<file path="config.mk">
export PLATFORM = sky130hd
export DESIGN_NAME = tm1638_frame_scheduler
export DESIGN_NICKNAME = d
export VERILOG_FILES = /design/src/rtl/tm1638_frame_scheduler.sv
export SDC_FILE = /design/constraint.sdc
export NUM_CORES = 1
export LEC_CHECK = 0
export CORE_MARGIN = 5
export CORE_UTILIZATION = 42
export DETAILED_ROUTE_END_ITERATION = 7
export PLACE_DENSITY = 0.71
export SKIP_LAST_GASP = 1
export SYNTH_ARGS = -nofsm -noshare
export SYNTH_HDL_FRONTEND = slang
export SYNTH_SLANG_ARGS = --single-unit
</file>
<file path="constraint.sdc">
create_clock -name i_Clk -period 5.2 [get_ports i_Clk]
set_input_delay 1.56 -clock i_Clk [delete_from_list [all_inputs] [get_ports i_Clk]]
set_output_delay 1.56 -clock i_Clk [all_outputs]
set_load 0.005 [all_outputs]
</file>
<file path="src/rtl/tm1638_frame_scheduler.sv">
// tm1638_frame_scheduler: schedules driver frames (update/refresh) and shares the SPI FIFO with an aux requester
//   i_Clk, i_Rst_n                 : clock (state on falling edge), synchronous active-low reset
//   i_Segments/i_Leds/i_Update     : user frame and capture strobe
//   o_Segments/o_Leds/o_Valid      : frame and start strobe to tm1638_driver
//   i_Drv_Data/i_Drv_Write         : driver FIFO write port
//   o_Drv_FIFO_Full                : back-pressure to driver (forced high outside a frame)
//   i_Aux_Data/i_Aux_Req/o_Aux_Ack : auxiliary word requester
//   i_SPI_FIFO_Full/o_SPI_Data/o_SPI_Write : shared SPI TX FIFO write port
//   o_Busy/o_Frame_Done/o_Error    : status
module tm1638_frame_scheduler #(
    parameter int REFRESH_CYCLES  = 1000000,
    parameter int WORDS_PER_FRAME = 33,
    parameter int AUX_BURST       = 4,
    parameter int TIMEOUT_CYCLES  = 4096
) (
    input  logic        i_Clk,
    input  logic        i_Rst_n,
    input  logic [63:0] i_Segments,
    input  logic [7:0]  i_Leds,
    input  logic        i_Update,
    output logic [63:0] o_Segments,
    output logic [7:0]  o_Leds,
    output logic        o_Valid,
    input  logic [16:0] i_Drv_Data,
    input  logic        i_Drv_Write,
    output logic        o_Drv_FIFO_Full,
    input  logic [16:0] i_Aux_Data,
    input  logic        i_Aux_Req,
    output logic        o_Aux_Ack,
    input  logic        i_SPI_FIFO_Full,
    output logic [16:0] o_SPI_Data,
    output logic        o_SPI_Write,
    output logic        o_Busy,
    output logic        o_Frame_Done,
    output logic        o_Error
);
    localparam int RW = (REFRESH_CYCLES > 1) ? $clog2(REFRESH_CYCLES) : 1;
    localparam int WW = $clog2(WORDS_PER_FRAME + 1);
    localparam int BW = $clog2(AUX_BURST + 1);
    localparam int TW = $clog2(TIMEOUT_CYCLES + 1);
    localparam logic [RW-1:0] REFRESH_LAST = RW'((REFRESH_CYCLES > 0) ? REFRESH_CYCLES - 1 : 0);
    localparam logic [WW-1:0] WORD_LAST    = WW'(WORDS_PER_FRAME - 1);
    localparam logic [BW-1:0] BURST_LAST   = BW'(AUX_BURST - 1);
    localparam logic [TW-1:0] TIMEOUT_LAST = TW'(TIMEOUT_CYCLES - 1);

    typedef enum logic [1:0] {IDLE, START, FRAME, AUX} state_t;

    state_t        state, state_next;
    logic [63:0]   stage_seg;
    logic [7:0]    stage_led;
    logic          pending;
    logic [RW-1:0] refresh_cnt;
    logic          last_grant_frame;
    logic [WW-1:0] word_cnt;
    logic [BW-1:0] burst_cnt;
    logic [TW-1:0] timeout_cnt;
    logic          frame_done;
    logic          go_frame, frame_last, timed_out;

    wire refresh_wrap = (REFRESH_CYCLES != 0) && (refresh_cnt == REFRESH_LAST);
    wire in_frame     = (state == START) || (state == FRAME);

    assign o_Busy       = state != IDLE;
    assign o_Frame_Done = frame_done && i_Rst_n;

    always_comb begin
        state_next      = state;
        o_Valid         = 1'b0;
        o_Aux_Ack       = 1'b0;
        o_SPI_Write     = 1'b0;
        o_SPI_Data      = '0;
        o_Drv_FIFO_Full = 1'b1;
        go_frame        = 1'b0;
        frame_last      = 1'b0;
        timed_out       = 1'b0;
        case (state)
            IDLE: begin
                // a pending frame yields to aux only when the frame had the last grant
                if (pending && (!last_grant_frame || !i_Aux_Req)) begin
                    state_next = START;
                    go_frame   = 1'b1;
                end else if (i_Aux_Req) begin
                    state_next = AUX;
                end
            end
            START: begin
                o_Valid         = 1'b1;
                o_SPI_Write     = i_Drv_Write;
                o_SPI_Data      = i_Drv_Write ? i_Drv_Data : '0;
                o_Drv_FIFO_Full = i_SPI_FIFO_Full;
                state_next      = FRAME;
            end
            FRAME: begin
                o_SPI_Write     = i_Drv_Write;
                o_SPI_Data      = i_Drv_Data;
                o_Drv_FIFO_Full = i_SPI_FIFO_Full;
                frame_last      = i_Drv_Write && (word_cnt == WORD_LAST);
                // a full FIFO is a legitimate stall, only an idle driver counts toward timeout
                timed_out       = !i_SPI_FIFO_Full && !i_Drv_Write && (timeout_cnt == TIMEOUT_LAST);
                if (frame_last || timed_out)
                    state_next = IDLE;
            end
            AUX: begin
                o_Aux_Ack   = i_Aux_Req && !i_SPI_FIFO_Full;
                o_SPI_Write = o_Aux_Ack;
                o_SPI_Data  = i_Aux_Data;
                if (!i_Aux_Req || (o_Aux_Ack && burst_cnt == BURST_LAST))
                    state_next = IDLE;
            end
            default: state_next = IDLE;
        endcase
        if (!i_Rst_n) begin
            state_next      = IDLE;
            o_Valid         = 1'b0;
            o_Aux_Ack       = 1'b0;
            o_SPI_Write     = 1'b0;
            o_SPI_Data      = '0;
            o_Drv_FIFO_Full = 1'b1;
        end
    end

    always_ff @(negedge i_Clk)
        state <= i_Rst_n ? state_next : IDLE;

    always_ff @(negedge i_Clk) begin
        if (!i_Rst_n) begin
            stage_seg        <= '0;
            stage_led        <= '0;
            o_Segments       <= '0;
            o_Leds           <= '0;
            pending          <= 1'b0;
            refresh_cnt      <= '0;
            last_grant_frame <= 1'b0;
            word_cnt         <= '0;
            burst_cnt        <= '0;
            timeout_cnt      <= '0;
            frame_done       <= 1'b0;
            o_Error          <= 1'b0;
        end else begin
            if (i_Update) begin
                stage_seg <= i_Segments;
                stage_led <= i_Leds;
            end
            if (REFRESH_CYCLES != 0)
                refresh_cnt <= refresh_wrap ? '0 : refresh_cnt + 1'b1;
            pending    <= i_Update || refresh_wrap || (pending && !go_frame);
            frame_done <= frame_last;
            if (go_frame) begin
                o_Segments <= stage_seg;
                o_Leds     <= stage_led;
            end
            if (state == IDLE)
                burst_cnt <= '0;
            else if (o_Aux_Ack)
                burst_cnt <= burst_cnt + 1'b1;
            if (state == START) begin
                word_cnt         <= '0;
                timeout_cnt      <= '0;
                last_grant_frame <= 1'b1;
            end
            if (state == FRAME) begin
                if (i_Drv_Write) begin
                    word_cnt    <= word_cnt + 1'b1;
                    timeout_cnt <= '0;
                end else if (!i_SPI_FIFO_Full) begin
                    timeout_cnt <= timeout_cnt + 1'b1;
                end
            end
            if (state == AUX && state_next == IDLE)
                last_grant_frame <= 1'b0;
            // driver writes outside a frame are dropped and flagged
            if (timed_out || (i_Drv_Write && !in_frame))
                o_Error <= 1'b1;
        end
    end
endmodule

</file>
== Word level (Yosys, flattened, before mapping) ==
Index checks and enable logic that the tools add are counted.
Operators by class
  muxes and demuxes: 27
  reduce and logical (&&, ||, !) cells: 31
  bitwise logic cells: 1
  equal/unequal tests: 7
  $add $sub $neg: 4
Operator list (count)
  13-bit 2-to-1 mux: 4
  17-bit one-hot mux with 3 select lines: 1
  17-bit 2-to-1 mux: 2
  20-bit by 1-bit adder with 20-bit output (second input constant): 1
  20-bit equality test (second input constant): 1
  6-bit 2-to-1 mux: 3
  13-bit by 1-bit adder with 13-bit output (second input constant): 1
  13-bit by 12-bit equality test with 1-bit output (second input constant): 1
  1-bit logical AND: 10
  1-bit 2-to-1 mux: 10
  2-bit 2-to-1 mux: 5
  2-bit one-hot mux with 4 select lines: 1
  2-bit OR reduction: 4
  1-bit logical OR: 7
  6-bit by 1-bit adder with 6-bit output (second input constant): 1
  6-bit equality test (second input constant): 1
  1-bit logical NOT: 6
  2-bit equality test (second input constant): 2
  2-bit logical NOT: 2
  3-bit by 1-bit adder with 3-bit output (second input constant): 1
  3-bit by 2-bit equality test with 1-bit output (second input constant): 1
  2-bit by 1-bit equality test with 1-bit output (second input constant): 1
  1-bit one-hot mux with 2 select lines: 1
  2-bit AND reduction: 1
  2 further kinds: 2
Storage, ports and cells
  bits in registers: 192
  output and inout bits: 96
  input bits: 112
  logic and storage cells: 83

== Longest topological paths before layout ==
Gate-level depths: netlist (run 1).
  word-level depth: 10
  mapped depth: 8
  depth with buffers taken out: 7

==> flow_summary.yaml, run 1 <==
logic_synthesis:
  ys_seq_area_share_pct: 50.22
  ys.warnings.count: 0
  ys_types: 55
  synth_edf_count: 0
  ys_ff_latch: 192
  synth_area_leaders: "dfxtp_1 50%, mux2i_1 9.7%, nand2_1 7.9%"
  synth_area_leader_cell: "dfxtp_1"
  avgSynthCellArea_um2: 8.648
  yosys-top-cells-count: "192 x dfxtp_1, 161 x nand2_1, 140 x nor2_1"
  syn_area_mm2: 0.007654
  syn_inst: 885
  synth_ff_type: "dfxtp_1"
  synthesis.nets: 1007
  synth_top_area_share_pct: 50.22
  async_reset_ff_share_pct: 0
  synth_most_common_cell: "dfxtp_1"
job:
  cap_violations: 0
worst_setup_path:
  slowest_stage: "dfxtp_4"
  crit_top_cell: "inv_4"
  path_buf_inv: 4
  crit_arrival_ns: 4.33
  cp-start-kind: "flop"
  path_class: "flop to primary output"
  worstPathRequired_ns: 3.64
  critPathMaxStageDelay_ns: 0.37
  cp-end-kind: "primary output"
  path_delay_family: "buffers and inverters"
  path_cells: "inv_4 > ha_4 > inv_4 > nand2_8 > bufbuf_16 > nor2_1 > buf_2"
  critical_path_peak_fanout: 4
clock_network:
  clk-insertion-delay-late_ns: 0.47
  cts-root-buf: "clkbuf_16"
  clkTransAtPathRegs_ns: 0.04
  clock-sinks: 192
  cts_made_buffers: 17
  htree_levels: 4
  clockBufferDepth: 2
  cts_tree: "yes"
detailed_routing:
  drt_pass1_iterations: 5
  viasPerCell: 4.888
  wirelength_um: 22200
  via_count: 7605
  drcViolationCount: 0
  dr.first_iter.drc_count: 296
  wl_per_cell_um: 14.27
  final_antenna_net_count: 0
sta:
  relSlewSlack_pct: 69.41
  fin_ws_ns: -0.6916
  setup_violations: 22
  finalHoldViolCount: 0
  tightest_slew_ns: 0.4550
  fin_skew_ns: 0.02199
  drv_slew: 0
  rsz0062_at_grt: "yes"
power:
  p_leak_nw: 5.507
  powerDensity_mw_per_mm2: 361.0
  ir_worst_vdd_v: 0.0002504
grt:
  grt_pass1_wl_um: 36890
  antenna_found_initial: 0
  grt_pass1_vias: 7824
  grt_max_degree: 62
  grt_overflow: 0
  grt_usage_pct: 20.76
floorplanning:
  die_w_um: 145.0
  rows: 49
  core-area_mm2: 0.01796
  num_io_pins: 208
  start_util_pct: 42.61
  die_area_mm2: 0.02102
  die_h_um: 145.0
final_layout:
  area_growth_pct: 54.32
  fin_area_mm2: 0.01181
  drive_above_1_share_pct: 19.07
  antennaDiodeCount: 0
  num-nets-final: 1436
status:
  violations: "negative setup slack"
  outcome: "complete, but fails checks"
placement:
  place_congestion: 0.8473
  port_buffers: 207
  hpwl_um: 14000
  dp_slack_ns: -0.6029
  place_area_mm2: 0.01045
min_path:
  hold_path.class: "flop to flop"
state kept, by name, summed over array words and instances, names as in the netlist:
name	cells
last_grant_frame	1
burst_cnt	3
stage_led	8
o_Leds	8
o_Segments	64
state	2
pending	1
timeout_cnt	13
frame_done	1
refresh_cnt	20
word_cnt	6
o_Error	1
stage_seg	64
per-layer routing:
metal	up-vias	track usage (%)	share of wire, %
met5	-	0	0
met4	0	9.416	1.3
met3	28	12.35	7.9
met2	196	31.71	48
met1	3537	23.24	42
li1	3844	-	-
metrics by stage:
step	hold WS [ns]	setup TNS, ns	cells	util [%]	power (mW)
3_5_place_dp	0.4402	-53.80	1316	58.17	2.553
6_report	0.4314	-12.72	1556	65.75	4.263
5_1_grt	0.4495	-14.30	1556	65.75	4.605
2_1_floorplan	0.4284	-1.194	885	-	2.196
3_3_place_gp	0.4349	-51.40	1316	58.17	2.540
4_1_cts	0.4387	-12.64	1552	66.28	4.286
worst min-delay path, stage by stage, from the launching register on:
cell     delay (ns)
dfxtp_1        0.30
nand2_1        0.05
a21oi_1        0.05
cells in the final DEF, fill, tap and decap left out, drive strengths merged, types with 3 or more instances in the layout:
master,n
xor2,12
nor4,5
inv,218
clkdlybuf4s50,108
a22oi,20
dlygate4sd2,4
mux2i,74
nand3,21
nor2,140
clkinv,3
o21ai,6
dfxtp,192
a21o,3
nand3b,3
nand2,165
and3,7
xnor2,10
nor3,10
clkbuf,71
or4,5
a21oi,96
nand2b,3
ha,10
a31oi,6
nand4,6
buf,85
clkdlybuf4s15,18
power by group:
part / leakage (nW) / switching [mW] / internal, mW
combinational: 2.63 / 0.431 / 0.437
clock: 1.30 / 0.982 / 0.815
sequential: 1.57 / 0.0427 / 1.56
total: 5.51 / 1.46 / 2.81
cells by family (layout without fill, tap and decap cells):
logic type | count (synthesis) | in the layout | share of synthesized area (%)
and+or+nand+nor | 376 | 378 | 21.51
adders and majority gates | 10 | 10 | 1.635
DFF | 192 | 192 | 50.22
muxes | 74 | 74 | 9.678
buffers and inverters | 69 | 509 | 3.809
xor gates and xnor gates | 22 | 22 | 2.518
AOI/OAI and AO/OA | 142 | 142 | 10.63
timing repair:
action	CTS	global route
setup endpoints to repair	105	98
hold buffers	0	0
resized for setup	257	112
gates cloned	4	2
pin swaps	25	15
setup buffers	9	4
worst paths after layout:
check / cells past startpoint / slack (ns) / startpoint / endpoint
min: 2 / 0.43 / stage_seg[9]$_SDFFE_NN0P_ / o_Segments[9]$_SDFFE_NN0P_
max reg2reg: 6 / 3.12 / timeout_cnt[1]$_SDFF_NN0_ / o_Error$_SDFFE_NN0P_
max: 7 / -0.69 / state[0]$_SDFF_NN0_ / o_SPI_Data[6]
min reg2reg: 2 / 0.43 / stage_seg[9]$_SDFFE_NN0P_ / o_Segments[9]$_SDFFE_NN0P_
final cells by class:
| class | instances | area [um^2] |
|---|---|---|
| Fill cell | 1513 | 6152 |
| Inverter | 15 | 76.32 |
| Timing Repair Buffer | 270 | 2494 |
| Sequential cell | 192 | 3866 |
| Multi-Input combinational cell | 626 | 3830 |
| Clock buffer | 17 | 425.4 |
| Clock inverter | 207 | 833.3 |
| Tap cell | 229 | 286.5 |
(Power assumes the default switching activity.)
==> run 2, diff against run 1 <==
Settings changed: CAP_MARGIN set to 20, CELL_PAD_IN_SITES_DETAIL_PLACEMENT set to 2, CELL_PAD_IN_SITES_GLOBAL_PLACEMENT set to 2, CORE_UTILIZATION 42 to 30, PLACE_DENSITY 0.71 to unset, PLACE_DENSITY_LB_ADDON set to 0.1.
==> run 2 against run 1 <==
The run still ends with negative setup slack left. Sequential power barely moved. Clock skew rose by 0.025 ns. Sequential share of layout area fell by 1.1 points. Register-to-register slack got worse by 0.10 ns. Wire length rose by 49%. Die area rose by 37%. Combinational power rose by 11%. Global-route usage rose by 1.6 points. Non-clock buffer count rose by 30. Highest routed layer is now met5. Design area rose by 4.5%. Core utilization fell by 17 points.
==> flow_summary.yaml, run 2 (synthesis results as in run 1) <==
worst_setup_path:
  cp-start-kind: "flop"
  cp-endpoint: "o_SPI_Write"
  r2r_cells: 6
  worstPathRequired_ns: 3.64
  crit_arrival_ns: 4.35
  path_class: "flop to primary output"
  cp-startpoint: "state[0]$_SDFF_NN0_"
  critical_path_peak_fanout: 4
  reg2reg_to: "timeout_cnt[10]$_SDFF_NN0_"
  cp-end-kind: "primary output"
  worst_r2r_startpoint: "timeout_cnt[0]$_SDFF_NN0_"
  r2r_slack_ns: 3.02
floorplanning:
  core-area_mm2: 0.02518
  die_area_mm2: 0.02881
  die_h_um: 169.7
  num_io_pins: 208
  start_util_pct: 30.39
  die_w_um: 169.7
  rows: 58
placement:
  port_buffers: 207
  place_congestion: 0.7487
  hpwl_um: 18970
  dp_slack_ns: -0.7333
final_layout:
  drive_above_1_share_pct: 25.06
  most-common-layout-cells: "202 x inv_1, 158 x nand2_1, 147 x dfxtp_1, 123 x nor2_1, 107 x clkdlybuf4s50_1"
  layout_commonest_cell: "inv_1"
  antennaDiodeCount: 0
  num-nets-final: 1466
  area_growth_pct: 61.26
  reg.largest.list: "o_Segments: 64 flops, stage_seg: 64 flops, refresh_cnt: 20 flops"
clock_network:
  clock-sinks: 192
  cts_tree: "yes"
  clockBufferDepth: 2
  cts-root-buf: "clkbuf_16"
  cts_made_buffers: 17
  hold_buffers: 0
  clkTransAtPathRegs_ns: 0.05
  clk-insertion-delay-late_ns: 0.51
  htree_levels: 4
sta:
  fin_skew_ns: 0.04733
  finalHoldViolCount: 0
  setup_violations: 22
  rsz0062_at_grt: "yes"
  drv_slew: 0
  fin_ws_ns: -0.7146
  tightest_slew_ns: 0.5495
  relSlewSlack_pct: 63.06
grt:
  antenna_found_initial: 2
  grt_usage_pct: 22.34
  grt_pass1_wl_um: 51440
  grt_overflow: 0
  grt_pass1_vias: 9890
  grt_max_degree: 30
detailed_routing:
  dr.first_iter.drc_count: 257
  drt_pass1_iterations: 4
  drcViolationCount: 0
  final_antenna_net_count: 0
  wl_per_cell_um: 19.66
  viasPerCell: 4.894
  via_count: 8257
  wirelength_um: 33160
status:
  outcome: "complete, but fails checks"
  violations: "negative setup slack"
power:
  ir_worst_vdd_v: 0.0001745
  total_power_mw: 4.723
  powerDensity_mw_per_mm2: 382.7
  p_leak_nw: 5.761
min_path:
  hold_path.class: "flop to flop"
job:
  cap_violations: 0
[run 2: changes by cell type in the layout (fill, tap and decap cells not counted), moves of 10 or more]
cell	before	now
buf_2	21	61
buf_4	37	57
buf_6	9	19
clkbuf_2	52	22
clkdlybuf4s15_1	16	4
dfxtp_1	178	147
dfxtp_2	12	43
[run 2: metal layers]
metal  vias to the layer above  share of wire [%]  track usage (%)
met3                        69                7.8            10.51
met2                       261                 52            40.27
met4                         4                2.2            8.260
met5                         -              0.063                0
met1                      4024                 38            22.42
li1                       3899                  -                -
[run 2: through the flow]
step                      TNS, ns  util, %  hold WS [ns]  std cells  instance area [um^2]
after floorplan            -1.194        -        0.4284        885                  7799
after detailed placement   -73.08    42.80        0.4426       1434                 10780
after global routing       -15.51    49.01        0.4516       1687                 12340
after global placement     -68.62    42.80        0.4382       1434                 10780
final                      -14.04    49.01        0.4223       1687                 12340
after CTS                  -13.01    49.47        0.4342       1683                 12460
[run 2: area by class of cell]
cell class              count  area, um^2
inverters                  15       78.83
repair buffers            300        2708
well taps                 330       412.9
clock inverters           207       942.2
multi-input cells         626        3870
fillers                  2723       12840
clock buffers              17       425.4
flip-flops and latches    192        3905
[run 2: what timing repair did]
action	CTS	global route
cloned	4	0
buffers inserted	22	6
setup endpoints to repair	114	128
pin swaps	29	8
resized for setup	395	87
[run 2: worst max-delay path, cell delays in order (launching register included)]
cell,delay (ns)
dfxtp_4,0.36
buf_6,0.11
ha_4,0.18
buf_6,0.11
nand3b_1,0.12
buf_6,0.15
a21oi_2,0.10
buf_2,0.13
[run 2: worst min-delay path by stage]
stage	endpoint	cells past startpoint	start	slack, ns
after floorplan	o_Segments[20]$_SDFFE_NN0P_	2	stage_seg[20]$_SDFFE_NN0P_	0.43
after detailed placement	o_Segments[19]$_SDFFE_NN0P_	2	stage_seg[19]$_SDFFE_NN0P_	0.44
after global placement	o_Segments[49]$_SDFFE_NN0P_	2	stage_seg[49]$_SDFFE_NN0P_	0.44
final	o_Segments[11]$_SDFFE_NN0P_	2	stage_seg[11]$_SDFFE_NN0P_	0.42
after CTS	o_Segments[8]$_SDFFE_NN0P_	2	stage_seg[8]$_SDFFE_NN0P_	0.43
after global routing	o_Segments[20]$_SDFFE_NN0P_	2	stage_seg[20]$_SDFFE_NN0P_	0.45
[run 2: power by group]
| part | total (mW) | internal (mW) | switching [mW] | leakage [nW] |
|---|---|---|---|---|
| logic | 0.965 | 0.474 | 0.492 | 2.83 |
| clock network | 2.15 | 0.921 | 1.23 | 1.34 |
| registers | 1.60 | 1.55 | 0.0495 | 1.59 |
| total | 4.72 | 2.95 | 1.77 | 5.76 |
